## config.mk

```make
export PLATFORM = sky130hd
export DESIGN_NAME = int_stim_ctrl
export DESIGN_NICKNAME = d
export VERILOG_FILES = /design/src/rtl/int_stim_pkg.sv /design/src/rtl/int_stim_chan.sv /design/src/rtl/int_stim_ctrl.sv
export SDC_FILE = /design/constraint.sdc
export NUM_CORES = 1
export LEC_CHECK = 0
export ABC_AREA = 1
export BUFFER_PORTS_ARGS = -buffer_cell sky130_fd_sc_hd__buf_4
export CAP_MARGIN = 10
export CORE_MARGIN = 4
export CORE_UTILIZATION = 59
export DETAILED_ROUTE_END_ITERATION = 7
export PLACE_DENSITY = 0.77
export SLEW_MARGIN = 30
export SYNTH_ARGS = -nofsm -noshare
export SYNTH_HDL_FRONTEND = slang
export SYNTH_SLANG_ARGS = --single-unit
```

## constraint.sdc

```tcl
create_clock -name clk -period 2.1 [get_ports clk]
set_input_delay 0.21 -clock clk [delete_from_list [all_inputs] [get_ports clk]]
set_output_delay 0.21 -clock clk [all_outputs]
set_load 0.01 [all_outputs]
```

## src/rtl/int_stim_pkg.sv

```systemverilog
// Shared types and constants for the multi-channel interrupt stimulus controller.
package int_stim_pkg;

  typedef enum logic [2:0] {
    ST_IDLE     = 3'd0,
    ST_ARMED    = 3'd1,
    ST_ASSERT   = 3'd2,
    ST_WAIT_ACK = 3'd3,
    ST_DONE     = 3'd4
  } chan_state_t;

  localparam logic [31:0] ACK_ADDR_DEFAULT = 32'h0000_7f20;
  localparam logic [31:0] PC_WORD_MASK     = 32'hffff_fffc;

endpackage

```

## src/rtl/int_stim_chan.sv

```systemverilog
// One interrupt channel: FSM, fire budget, edge-qualified PC match and acknowledge timer.
module int_stim_chan
  import int_stim_pkg::*;
#(
  parameter int               CNT_W   = 4,
  parameter int               TMO_W   = 12,
  parameter logic [TMO_W-1:0] TMO_MAX = 12'd2000
) (
  input  logic             clk,
  input  logic             reset,
  input  logic [31:0]      pc_w,
  input  logic             cfg_sel,
  input  logic [31:0]      cfg_pc,
  input  logic [CNT_W-1:0] cfg_cnt,
  input  logic             cfg_pulse,
  input  logic             ack_clr,
  output logic             pending,
  output logic             irq,
  output logic             tmo_hit
);

  chan_state_t      state_reg, state_next;
  logic [31:0]      trig_pc_reg;
  logic [CNT_W-1:0] budget_reg;
  logic             pulse_reg;
  logic             rearm_ok_reg;
  logic [TMO_W-1:0] timer_reg;

  logic match;
  logic fire;
  logic unlimited;

  assign match     = (pc_w == trig_pc_reg);
  assign fire      = (state_reg == ST_ARMED) && match && rearm_ok_reg;
  assign unlimited = &budget_reg;

  always_ff @(posedge clk) begin
    if (!reset) begin
      state_reg <= ST_IDLE;
    end else begin
      state_reg <= state_next;
    end
  end

  always_comb begin
    state_next = state_reg;
    if (cfg_sel) begin
      state_next = (cfg_cnt != '0) ? ST_ARMED : ST_IDLE;
    end else begin
      case (state_reg)
        ST_ARMED: begin
          if (fire) state_next = ST_ASSERT;
        end
        ST_ASSERT: begin
          if (ack_clr)        state_next = (budget_reg != '0) ? ST_ARMED : ST_DONE;
          else if (pulse_reg) state_next = ST_WAIT_ACK;
        end
        ST_WAIT_ACK: begin
          if (ack_clr) state_next = (budget_reg != '0) ? ST_ARMED : ST_DONE;
        end
        default: state_next = state_reg;
      endcase
    end
  end

  always_comb begin
    pending = (state_reg == ST_ASSERT) || (state_reg == ST_WAIT_ACK);
    irq     = (state_reg == ST_ASSERT);
    tmo_hit = pending && (timer_reg == TMO_MAX);
  end

  // After an ack the channel may only re-fire once the PC has left the trigger word.
  always_ff @(posedge clk) begin
    if (!reset) begin
      trig_pc_reg  <= '0;
      budget_reg   <= '0;
      pulse_reg    <= 1'b0;
      rearm_ok_reg <= 1'b0;
      timer_reg    <= '0;
    end else if (cfg_sel) begin
      trig_pc_reg  <= cfg_pc & PC_WORD_MASK;
      budget_reg   <= cfg_cnt;
      pulse_reg    <= cfg_pulse;
      rearm_ok_reg <= 1'b1;
      timer_reg    <= '0;
    end else begin
      if (fire) begin
        timer_reg <= '0;
        if (!unlimited) budget_reg <= budget_reg - CNT_W'(1);
      end else if (pending && (timer_reg != TMO_MAX)) begin
        timer_reg <= timer_reg + TMO_W'(1);
      end

      if (pending && ack_clr) rearm_ok_reg <= 1'b0;
      else if (!match)        rearm_ok_reg <= 1'b1;
    end
  end

endmodule

```

## src/rtl/int_stim_ctrl.sv

```systemverilog
// Multi-channel PC-triggered interrupt stimulus controller: config decode, ack priority, IRQ merge.
module int_stim_ctrl
  import int_stim_pkg::*;
#(
  parameter int               N_CH     = 4,
  parameter int               CNT_W    = 4,
  parameter logic [31:0]      ACK_ADDR = ACK_ADDR_DEFAULT,
  parameter int               TMO_W    = 12,
  parameter logic [TMO_W-1:0] TMO_MAX  = 12'd2000,
  localparam int              CH_W     = (N_CH > 1) ? $clog2(N_CH) : 1
) (
  input  logic             clk,
  input  logic             reset,
  input  logic [31:0]      macroscopic_pc,
  input  logic [31:0]      m_int_addr,
  input  logic [3:0]       m_int_byteen,
  input  logic             cfg_we,
  input  logic [CH_W-1:0]  cfg_ch,
  input  logic [31:0]      cfg_pc,
  input  logic [CNT_W-1:0] cfg_cnt,
  input  logic             cfg_pulse,
  output logic             interrupt,
  output logic [N_CH-1:0]  irq_vec,
  output logic [CH_W-1:0]  ack_ch,
  output logic             tmo_err
);

  logic [31:0]     pc_w;
  logic            ack;
  logic            ack_hit;
  logic [CH_W-1:0] ack_idx;
  logic [N_CH-1:0] pending;
  logic [N_CH-1:0] tmo_hit;
  logic [N_CH-1:0] cfg_sel;
  logic [N_CH-1:0] ack_clr;
  logic [CH_W-1:0] ack_ch_reg;
  logic            tmo_err_reg;

  assign pc_w    = macroscopic_pc & PC_WORD_MASK;
  assign ack     = (|m_int_byteen) && ((m_int_addr & PC_WORD_MASK) == ACK_ADDR);
  assign ack_hit = ack && (|pending);

  // Descending scan so the lowest pending index is the one left standing.
  always_comb begin
    ack_idx = '0;
    for (int i = N_CH - 1; i >= 0; i--) begin
      if (pending[i]) ack_idx = CH_W'(i);
    end
  end

  generate
    for (genvar gi = 0; gi < N_CH; gi++) begin : g_chan
      assign cfg_sel[gi] = cfg_we && (cfg_ch == CH_W'(gi));
      assign ack_clr[gi] = ack_hit && (ack_idx == CH_W'(gi));

      int_stim_chan #(
        .CNT_W   (CNT_W),
        .TMO_W   (TMO_W),
        .TMO_MAX (TMO_MAX)
      ) u_chan (
        .clk       (clk),
        .reset     (reset),
        .pc_w      (pc_w),
        .cfg_sel   (cfg_sel[gi]),
        .cfg_pc    (cfg_pc),
        .cfg_cnt   (cfg_cnt),
        .cfg_pulse (cfg_pulse),
        .ack_clr   (ack_clr[gi]),
        .pending   (pending[gi]),
        .irq       (irq_vec[gi]),
        .tmo_hit   (tmo_hit[gi])
      );
    end
  endgenerate

  always_ff @(posedge clk) begin
    if (!reset) begin
      ack_ch_reg  <= '0;
      tmo_err_reg <= 1'b0;
    end else begin
      if (ack_hit)    ack_ch_reg  <= ack_idx;
      if (|tmo_hit)   tmo_err_reg <= 1'b1;
    end
  end

  assign ack_ch    = ack_ch_reg;
  assign tmo_err   = tmo_err_reg;
  assign interrupt = |irq_vec;

endmodule

```

==> flow_summary_export.csv <==
group,metric,value,unit
status,status,"finished clean",
placed_design,place.detailed.hpwl,18.65,mm
sta,period_needed,2.020,ns
sta,finalSetupViolations,0,
grt,grt_max_degree,97,
routing,dr.pass1.iters,5,
setup_path,crit_arrival,1.81,ns
sta,grt_setup_unrepaired,"no",
setup_path,reg2reg_from,"g_chan[3].u_chan.timer_reg[0]",
sta,fin_crit_sh,96.20,%
placed_design,place.gp.congestion,0.9007,
synth,async_reset_ff_share,0,%
cts,cts_tree,"yes",
grt,grt_pass1_vias,9765,
setup_path,cp.buffers_inverters,2,
cts,cts.sinks,207,
routing,drtAntennaViolNets,0,
power_and_ir_drop,p_leak,5.548,nW
job,max-cap-violations,0,
cts,htree_levels,1,
grt,grt-ovfl-total,0,
setup_path,critPathSlowestCell,"or4_1",
power_and_ir_drop,p_int,7.473,mW
power_and_ir_drop,p_comb_share,17.0,%
die,rows,49,
routing,wl_met1,12.23,mm
routing,highest_layer,"met4",
routing,drc,0,
power_and_ir_drop,total_power,10.25,mW
cells_and_area,largest_reg_flops,120,
cells_and_area,layout.nets,1855,
setup_path,cpLargestDelayFamily,"simple AND/OR/NAND/NOR gates",
synth,synth-seq-cells,207,
die,dieArea,20880,um2
synth,syn_inst,1604,
cells_and_area,diodes,0,
routing,num_vias,10320,
cts,cts_buffer_depth,3,
setup_path,max_stage_delay,0.50,ns
die,die_w,144.5,um
sta,hold_violations,0,
placed_design,port_buffers,111,
sta,fin_skew,0.01027,ns
synth,ys_types,48,
power_and_ir_drop,seqPwrFrac,41.7,%
die,die_h,144.5,um
cts,cts.reportedPaths.clkPinSlew,0.06,ns
sta,slew_headroom,67.55,%
sta,fmax,495.0,MHz
grt,antenna_found_initial,0,
placed_design,placed_area,12010,um2
synth,seq_area_frac_synth,37.69,%
cells_and_area,utilization,72.39,%
cells_and_area,finalInstanceArea,13140,um2
cells_and_area,fillers,1509,
grt,grt_use_total,26.16,%
synth,synth_nets,1734,
routing,drt-total-wl,27.23,mm
setup_path,crit_type,"flop to output port",
setup_path,cp.required,1.89,ns
setup_path,worstPathMaxFanout,9,
placed_design,dp.cells,1897,
min_path,hold_path_class,"primary input to flop",
routing,drt_iter0_markers,585,
die,core_area,18150,um2
setup_path,crit_path_start,"g_chan[2].u_chan.state_reg[2]",
power_and_ir_drop,switching_share,27.07,%
power_and_ir_drop,p_switching,2.774,mW
sta,tightest_slew,0.4854,ns
cts,clk_root_buffer_cell,"clkbuf_16",
power_and_ir_drop,vdd_ir_drop_max,632.8,uV
sta,final.setup.tns,0,ns
cells_and_area,fin_cells,1970,
setup_path,crit_path_start_kind,"flop",
synth,ys.flop_type,"dfxtp_1",
synth,syn_area,10990,um2
routing,routed_via_density,5.237,
power_and_ir_drop,clkPwrFrac,41.4,%
cells_and_area,drive_gt1_share,14.42,%
cts,clock_latency,0.51,ns
routing,met2_length,12.90,mm
sta,drv_slew,0,
die,start_util,60.58,%
routing,wl_met3,1.281,mm
setup_path,worstPathCellList,"inv_1 -> nand2_4 -> nor2_1 -> or4_1 -> buf_4",
power_and_ir_drop,power_density,780.0,nW/um2
synth,ys_warn_count,0,
die,ios,118,
grt,grt_pass1_wl,45.28,mm
cells_and_area,syn2layout_area_growth,19.49,%
min_path,hp-start,"cfg_cnt[0]",
synth,synth_enable_flop_cells,0,
synth,syn-mean-instance-area,6.854,um2
routing,routedWlPerCell,13.82,um
cts,cts_buffers,23,
setup_path,endpoint_kind,"output port",
## cells by family after synthesis
family / share of synthesized area [%]
and+or+nand+nor: 31.21
AOI/OAI and AO/OA: 12.37
buffers and inverters: 7.921
DFF: 37.69
xor gates and xnor gates: 8.444
adders and majority gates: 2.276
muxes: 0.09105
## through the flow
| stage | worst slack, ns | hold slack (ns) |
|---|---|---|
| finish | 0.07980 | 0.1043 |
| global route | 0.01195 | 0.1333 |
| CTS | 0.01943 | 0.09097 |
| detailed placement | 0.1958 | 0.4539 |
| global placement | 0.2452 | 0.4465 |
| floorplan | 0.5093 | 0.3449 |
## worst paths after layout
check	endpoint	slack (ns)	cells after the start
setup / recovery	interrupt	0.08	5
setup reg to reg	g_chan[3].u_chan.timer_reg[10]	0.17	10
hold reg to reg	g_chan[2].u_chan.timer_reg[9]	0.46	2
hold / removal	g_chan[1].u_chan.budget_reg[0]	0.10	5
## routing by layer
metal | up-vias | GRT usage, %
met5 | - | 0
met4 | 0 | 9.033
met1 | 4706 | 33.21
li1 | 5330 | -
met2 | 217 | 45.21
met3 | 63 | 4.200
## placed cells by master (no fill, tap or decap), types with 6 or more instances in the layout
master         instances
dlygate4sd3_1         31
inv_2                 11
clkbuf_16             23
nor4_1                 7
nand2_1              257
nor3b_1                7
o21ai_0              155
buf_4                129
or2_2                 15
nor2_4                 7
xor2_1                42
ha_1                  20
dfxtp_1              206
nand4_1               20
xnor2_1               64
nand3_1               66
clkbuf_8               7
a21oi_1               83
nor2_2                 7
nand3_2                6
nor2_1               335
inv_1                140
nor3_1                31
nand2_2               16
## cell usage after synthesis, types with 11 or more instances
cell,instances,area (um2)
buf_2,12,60.06
or2_2,15,93.84
nand2_1,257,964.7
o21ai_0,155,775.7
nor2_1,336,1261
nand4_1,20,125.1
clkbuf_1,38,142.6
xnor2_1,64,560.5
inv_2,11,41.29
a21oi_1,83,415.4
dfxtp_1,207,4144
nand3_1,68,340.3
ha_1,20,250.2
xor2_1,42,367.9
inv_1,140,525.5
nor3_1,31,155.2
nand2_2,17,106.4
## power by group through the flow
stage               Clock (mW)  Combinational (mW)  Sequential, mW
floorplan                    0                1.17            4.32
global placement             0                1.63            4.34
detailed placement           0                1.67            4.35
CTS                       4.31                1.73            4.27
global route              4.49                1.96            4.29
finish                    4.24                1.74            4.27
## area by class of cell
cell class	instances	area (um2)	share of cell area [%]
well taps	229	286.5	2.181
multi-input cells	1176	5997	45.65
clock buffers	32	679.4	5.171
repair buffers	162	1319	10.04
inverters	155	583.1	4.438
flip-flops and latches	207	4145	31.55
clock inverters	9	127.6	0.9714
## worst reg2reg max path, stage by stage (launching register included)
cell and delay, ns:
dfxtp_1 0.35, inv_1 0.08, ha_1 0.22, nand2_1 0.09, nor3_1 0.05, nand4_1 0.14, nand2_1 0.18, nor3_1 0.38
nand2_1 0.12, nand2_1 0.07, nor3b_1 0.16
## what timing repair did
item                                   in CTS  in global routing
setup endpoints to repair                   1                  1
hold buffers                               31                  0
setup buffers                               0                  1
endpoints found under the hold margin      84                  0
resized for setup                           1                  1
No activity file was read; power rests on OpenSTA's default activity.
